===== src/rtl/regfile_access_ctrl.sv =====
// Operand-read sequencer with a one-entry writeback buffer in front of a registered-read register file.
// Optional macro FWD_BYPASS_EN: writes drain in every state and in-flight writes are forwarded into op_a/op_b.

module regfile_access_ctrl (
   input  logic        clk,
   input  logic        reset_n,
   // operand-read request
   input  logic        iss_valid,
   output logic        iss_ready,
   input  logic [3:0]  iss_ra,
   input  logic [3:0]  iss_rb,
   // operand result
   output logic        op_valid,
   input  logic        op_ready,
   output logic [15:0] op_a,
   output logic [15:0] op_b,
   // writeback request
   input  logic        wb_valid,
   output logic        wb_ready,
   input  logic [3:0]  wb_rd,
   input  logic [15:0] wb_data,
   // register-file side
   output logic        rf_en_read,
   output logic [3:0]  rf_ra_addr,
   output logic [3:0]  rf_rb_addr,
   input  logic [15:0] rf_ra,
   input  logic [15:0] rf_rb,
   output logic        rf_en_write,
   output logic [3:0]  rf_rd_addr,
   output logic [15:0] rf_data
);

   typedef enum logic [1:0] {
      S_IDLE  = 2'd0,
      S_READ  = 2'd1,
      S_WAIT  = 2'd2,
      S_VALID = 2'd3
   } state_t;

   state_t      r_state;
   state_t      w_state_next;

   // lane 0 carries the A operand, lane 1 the B operand
   logic [3:0]  r_src_q    [2];
   logic [15:0] r_op       [2];
   logic [3:0]  w_iss_addr [2];
   logic [15:0] w_rf_val   [2];
   logic [15:0] w_op_src   [2];

   logic        r_wbuf_valid;
   logic [3:0]  r_wbuf_rd;
   logic [15:0] r_wbuf_data;

   logic        w_drain;
   logic        w_wr_commit;
   logic        w_wb_accept;
   logic        w_iss_accept;
   logic        w_capture;

   assign w_iss_addr[0] = iss_ra;
   assign w_iss_addr[1] = iss_rb;
   assign w_rf_val[0]   = rf_ra;
   assign w_rf_val[1]   = rf_rb;

   // ---------------------------------------------------------------
   // Sequencer
   // ---------------------------------------------------------------
   always_ff @(posedge clk or negedge reset_n) begin
      if (!reset_n) begin
         r_state <= S_IDLE;
      end else begin
         r_state <= w_state_next;
      end
   end

   always_comb begin
      w_state_next = r_state;
      iss_ready    = 1'b0;
      op_valid     = 1'b0;
      rf_en_read   = 1'b0;
      w_capture    = 1'b0;
      case (r_state)
         S_IDLE: begin
            iss_ready = 1'b1;
            if (iss_valid) begin
               w_state_next = S_READ;
            end
         end
         S_READ: begin
            rf_en_read   = 1'b1;
            w_state_next = S_WAIT;
         end
         S_WAIT: begin
            w_capture    = 1'b1;
            w_state_next = S_VALID;
         end
         S_VALID: begin
            op_valid = 1'b1;
            if (op_ready) begin
               w_state_next = S_IDLE;
            end
         end
         default: begin
            w_state_next = S_IDLE;
         end
      endcase
   end

   assign w_iss_accept = iss_valid && iss_ready;

   // ---------------------------------------------------------------
   // Writeback buffer
   // ---------------------------------------------------------------
`ifdef FWD_BYPASS_EN
   assign w_drain = 1'b1;
`else
   // Hold buffered writes while a read is in flight so the operands see a consistent file.
   assign w_drain = (r_state != S_READ) && (r_state != S_WAIT);
`endif

   assign w_wr_commit = r_wbuf_valid && w_drain;
   assign wb_ready    = !r_wbuf_valid || w_drain;
   assign w_wb_accept = wb_valid && wb_ready;

   always_ff @(posedge clk or negedge reset_n) begin
      if (!reset_n) begin
         r_wbuf_valid <= 1'b0;
         r_wbuf_rd    <= 4'd0;
         r_wbuf_data  <= 16'd0;
      end else if (w_wb_accept) begin
         r_wbuf_valid <= 1'b1;
         r_wbuf_rd    <= wb_rd;
         r_wbuf_data  <= wb_data;
      end else if (w_wr_commit) begin
         r_wbuf_valid <= 1'b0;
      end
   end

   assign rf_en_write = w_wr_commit;
   assign rf_rd_addr  = r_wbuf_rd;
   assign rf_data     = r_wbuf_data;

   // ---------------------------------------------------------------
   // Operand lanes
   // ---------------------------------------------------------------
`ifdef FWD_BYPASS_EN
   logic        r_hit      [2];
   logic        w_live_hit [2];
   logic [15:0] r_byp_data;

   always_ff @(posedge clk or negedge reset_n) begin
      if (!reset_n) begin
         r_byp_data <= 16'd0;
      end else if (r_state == S_READ) begin
         r_byp_data <= rf_data;
      end
   end
`endif

   genvar gi;
   generate
      for (gi = 0; gi < 2; gi = gi + 1) begin : g_lane
         always_ff @(posedge clk or negedge reset_n) begin
            if (!reset_n) begin
               r_src_q[gi] <= 4'd0;
            end else if (w_iss_accept) begin
               r_src_q[gi] <= w_iss_addr[gi];
            end
         end

`ifdef FWD_BYPASS_EN
         // A write committing on the READ edge is missed by the registered read; remember it.
         assign w_live_hit[gi] = rf_en_write && (rf_rd_addr == r_src_q[gi]);

         always_ff @(posedge clk or negedge reset_n) begin
            if (!reset_n) begin
               r_hit[gi] <= 1'b0;
            end else if (r_state == S_READ) begin
               r_hit[gi] <= w_live_hit[gi];
            end
         end

         assign w_op_src[gi] = w_live_hit[gi] ? rf_data    :
                               r_hit[gi]      ? r_byp_data :
                                                w_rf_val[gi];
`else
         assign w_op_src[gi] = w_rf_val[gi];
`endif

         // Captured once on leaving WAIT, so later writes never disturb a presented operand.
         always_ff @(posedge clk or negedge reset_n) begin
            if (!reset_n) begin
               r_op[gi] <= 16'd0;
            end else if (w_capture) begin
               r_op[gi] <= w_op_src[gi];
            end
         end
      end
   endgenerate

   assign rf_ra_addr = r_src_q[0];
   assign rf_rb_addr = r_src_q[1];
   assign op_a       = r_op[0];
   assign op_b       = r_op[1];

endmodule


===== config.mk =====
export PLATFORM = sky130hd
export DESIGN_NAME = regfile_access_ctrl
export DESIGN_NICKNAME = d
export VERILOG_FILES = /design/src/rtl/regfile_access_ctrl.sv
export SDC_FILE = /design/constraint.sdc
export NUM_CORES = 1
export LEC_CHECK = 0
export BUFFER_PORTS_ARGS = -buffer_cell sky130_fd_sc_hd__buf_2
export CORE_MARGIN = 4
export CORE_UTILIZATION = 35
export DETAILED_ROUTE_END_ITERATION = 10
export GPL_TIMING_DRIVEN = 0
export PLACE_DENSITY = 0.72
export SYNTH_ARGS = -nofsm -noshare
export SYNTH_HDL_FRONTEND = slang
export SYNTH_SLANG_ARGS = --single-unit

===== constraint.sdc =====
create_clock -name clk -period 1.8 [get_ports clk]
set_input_delay 0.09 -clock clk [delete_from_list [all_inputs] [get_ports clk]]
set_output_delay 0.09 -clock clk [all_outputs]
set_load 0.02 [all_outputs]

==> flow_summary.json <==
{
  "whs_endpoint": "r_state[0]$_DFFE_PN0P_",
  "die_width_um": 93.0,
  "min_path_cells": 3,
  "via_count": 1944,
  "placed_area_mm2": 0.00330,
  "yosys.area.top_type": "dfrtp_1",
  "grt_pass1_vias": 2178,
  "cts.path.max_buffers": 2,
  "rsz0062_at_grt": "false",
  "drt_first_pass_iters": 4,
  "n_antenna_cell": 0,
  "powerDensity_mw_per_mm2": 1820,
  "antenna_found_initial": 0,
  "grt_overflow": 0,
  "syn_nets": 217,
  "fin_nets": 419,
  "core_area_mm2": 0.00691,
  "cts_tree": "yes",
  "drt-total-wl_mm": 6.33,
  "required_ps": 2010,
  "numPortBuffers": 129,
  "synth_top_area_share_pct": 62.3,
  "startpoint_type": "flop",
  "synth.mux.area_fraction_pct": 30.5,
  "postSynthCellCount": 147,
  "wl_per_cell_um": 14.1,
  "reg2reg_slack_ps": 150,
  "maxCapViolCount": 0,
  "crit_path_start": "r_state[1]$_DFFE_PN0P_",
  "cts_root_buf": "clkbuf_8",
  "crit_path_end_kind": "flop",
  "status": "complete, no violations",
  "cts_setup_buffers": 0,
  "drc": 0,
  "post_cts_resized": 0,
  "grt_usage_pct": 15.2,
  "numCtsBuffers": 9,
  "viasPerCell": 4.34,
  "hold_viol": 0,
  "grt_max_degree": 64,
  "routabilityCongestion": 0.691,
  "yosysSeqAreaShare_pct": 62.3,
  "yosys.area_share.adder_pct": 2.47,
  "finalSetupTns_ps": 0,
  "setup_viol": 0,
  "synth_top_family_by_area": "multiplexers",
  "clk_latency_ps": 330,
  "detail-route-antenna-nets": 0,
  "p_leak_nw": 2.02,
  "clock_skew_ps": 7.16,
  "synth_compound_area_share_pct": 0.247,
  "slew_violations": 0,
  "final_cell_mix": "buf_2, dfrtp_1, dlygate4sd3_1",
  "rows": 30,
  "area_delta_synth_final_pct": 61.3,
  "r2r_cells": 6,
  "final_layout_size_suffix_gt1_share_pct": 59.9,
  "path_max_fanout": 10,
  "synth_warnings": 0,
  "initial_utilization_pct": 36.6,
  "min_from": "op_ready",
  "ys_ff_latch": 63,
  "fp.dieH_um": 93.0,
  "critPathKind": "flop to flop",
  "holdCritPathClass": "input pin to flop",
  "finalPower_mw": 7.42,
  "hold_buffers": 61,
  "timing.rr.end": "rf_data[7]$_DFFE_PN0P_",
  "ys_top_cells_by_area": "dfrtp_1, mux2_2, mux2_4, ha_1, buf_12",
  "tightest_slew_ps": 773,
  "finalInstanceArea_mm2": 0.00408,
  "synth_xor_area_share_pct": 0,
  "ios": 130,
  "die-area_mm2": 0.00866,
  "avgSynthCellArea_um2": 17.2,
  "final.min_clock_period_ps": 1650,
  "layout_commonest_cell": "buf_2",
  "yosys.area_share.simple_pct": 1.53,
  "htreeDepth": 3,
  "cts_sinks": 63,
  "peakVddDrop_mv": 0.959,
  "first_iter_violations": 19,
  "period_share_pct": 91.9,
  "relSlewSlack_pct": 48.5,
  "grt_pass1_wl_mm": 10.3,
  "cp_data_arrival_time_ps": 1860,
  "netlist_area_mm2": 0.00253,
  "r2r-start": "r_state[1]$_DFFE_PN0P_",
  "hpwl_mm": 3.91,
  "clk_pin_slew_ps": 60,
  "synth.distinct_cells": 15,
  "max_freq_mhz": 605
}
[layer usage]
| layer | vias to the layer above | global-route usage, % | part of all wire (%) |
|---|---|---|---|
| li1 | 908 | - | - |
| met1 | 938 | 17.0 | 39 |
| met2 | 87 | 26.7 | 52 |
| met3 | 11 | 5.95 | 7.1 |
| met4 | 0 | 4.64 | 1.2 |
| met5 | - | 0 | 0 |
[cell families after synthesis]
group / Yosys count
flops: 63
compound gates: 1
mux: 62
fa+ha+maj: 5
buf+inv: 10
simple gates: 6
[Yosys cell counts]
library cell  count
and2_4            1
and2b_2           1
buf_12            2
buf_2             4
dfrtp_1          63
ha_1              5
inv_1             4
mux2_2           41
mux2_4           20
mux2i_1           1
nand2_1           1
nand2_2           1
nor2_1            1
o22ai_1           1
or2b_1            1
[registers in the layout, indices dropped and copies added (netlist names)]
name / cells
op_b: 16
rf_rb_addr: 4
r_state: 2
r_wbuf_valid: 1
op_a: 16
rf_ra_addr: 4
rf_rd_addr: 4
rf_data: 16
[per-stage QoR]
stage                     setup WS, ps  instances  hold slack, ps  utilization [%]
after detailed placement           152        372             299             47.7
after CTS                          137        447             105             58.9
after global routing              54.5        448             104             59.1
after global placement             188        372             292             47.7
after floorplan                    178        147            -206                -
final                              146        448             127             59.1
[worst max path at each step]
stage	end	slack (ps)
detailed placement	rf_data[7]$_DFFE_PN0P_	150
global route	rf_data[7]$_DFFE_PN0P_	50
global placement	rf_data[9]$_DFFE_PN0P_	190
floorplan	rf_data[0]$_DFFE_PN0P_	180
CTS	rf_data[7]$_DFFE_PN0P_	140
finish	rf_data[7]$_DFFE_PN0P_	150
[worst max-delay path: stages, from the launching register on]
cell	delay, ps
dfrtp_1	400
inv_1	100
ha_1	320
nand2_2	90
and2_4	180
buf_12	150
mux2_4	300
[power by group]
group	internal (mW)	total [mW]	switching (mW)	leakage, nW
Combinational	1.85	3.86	2.01	1.20
Sequential	2.16	2.52	0.362	0.736
Clock	0.559	1.04	0.486	0.0854
Total	4.57	7.42	2.85	2.02
[cell type report]
type                            count  area (um^2)
Inverter                            4         15.0
Clock inverter                      1         5.00
Fill cell                         558         2820
Clock buffer                       13          159
Sequential cell                    63         1580
Tap cell                           96          120
Multi-Input combinational cell     74          880
Buffer                              6         60.1
Timing Repair Buffer              191         1270
(Power assumes the default switching activity.)
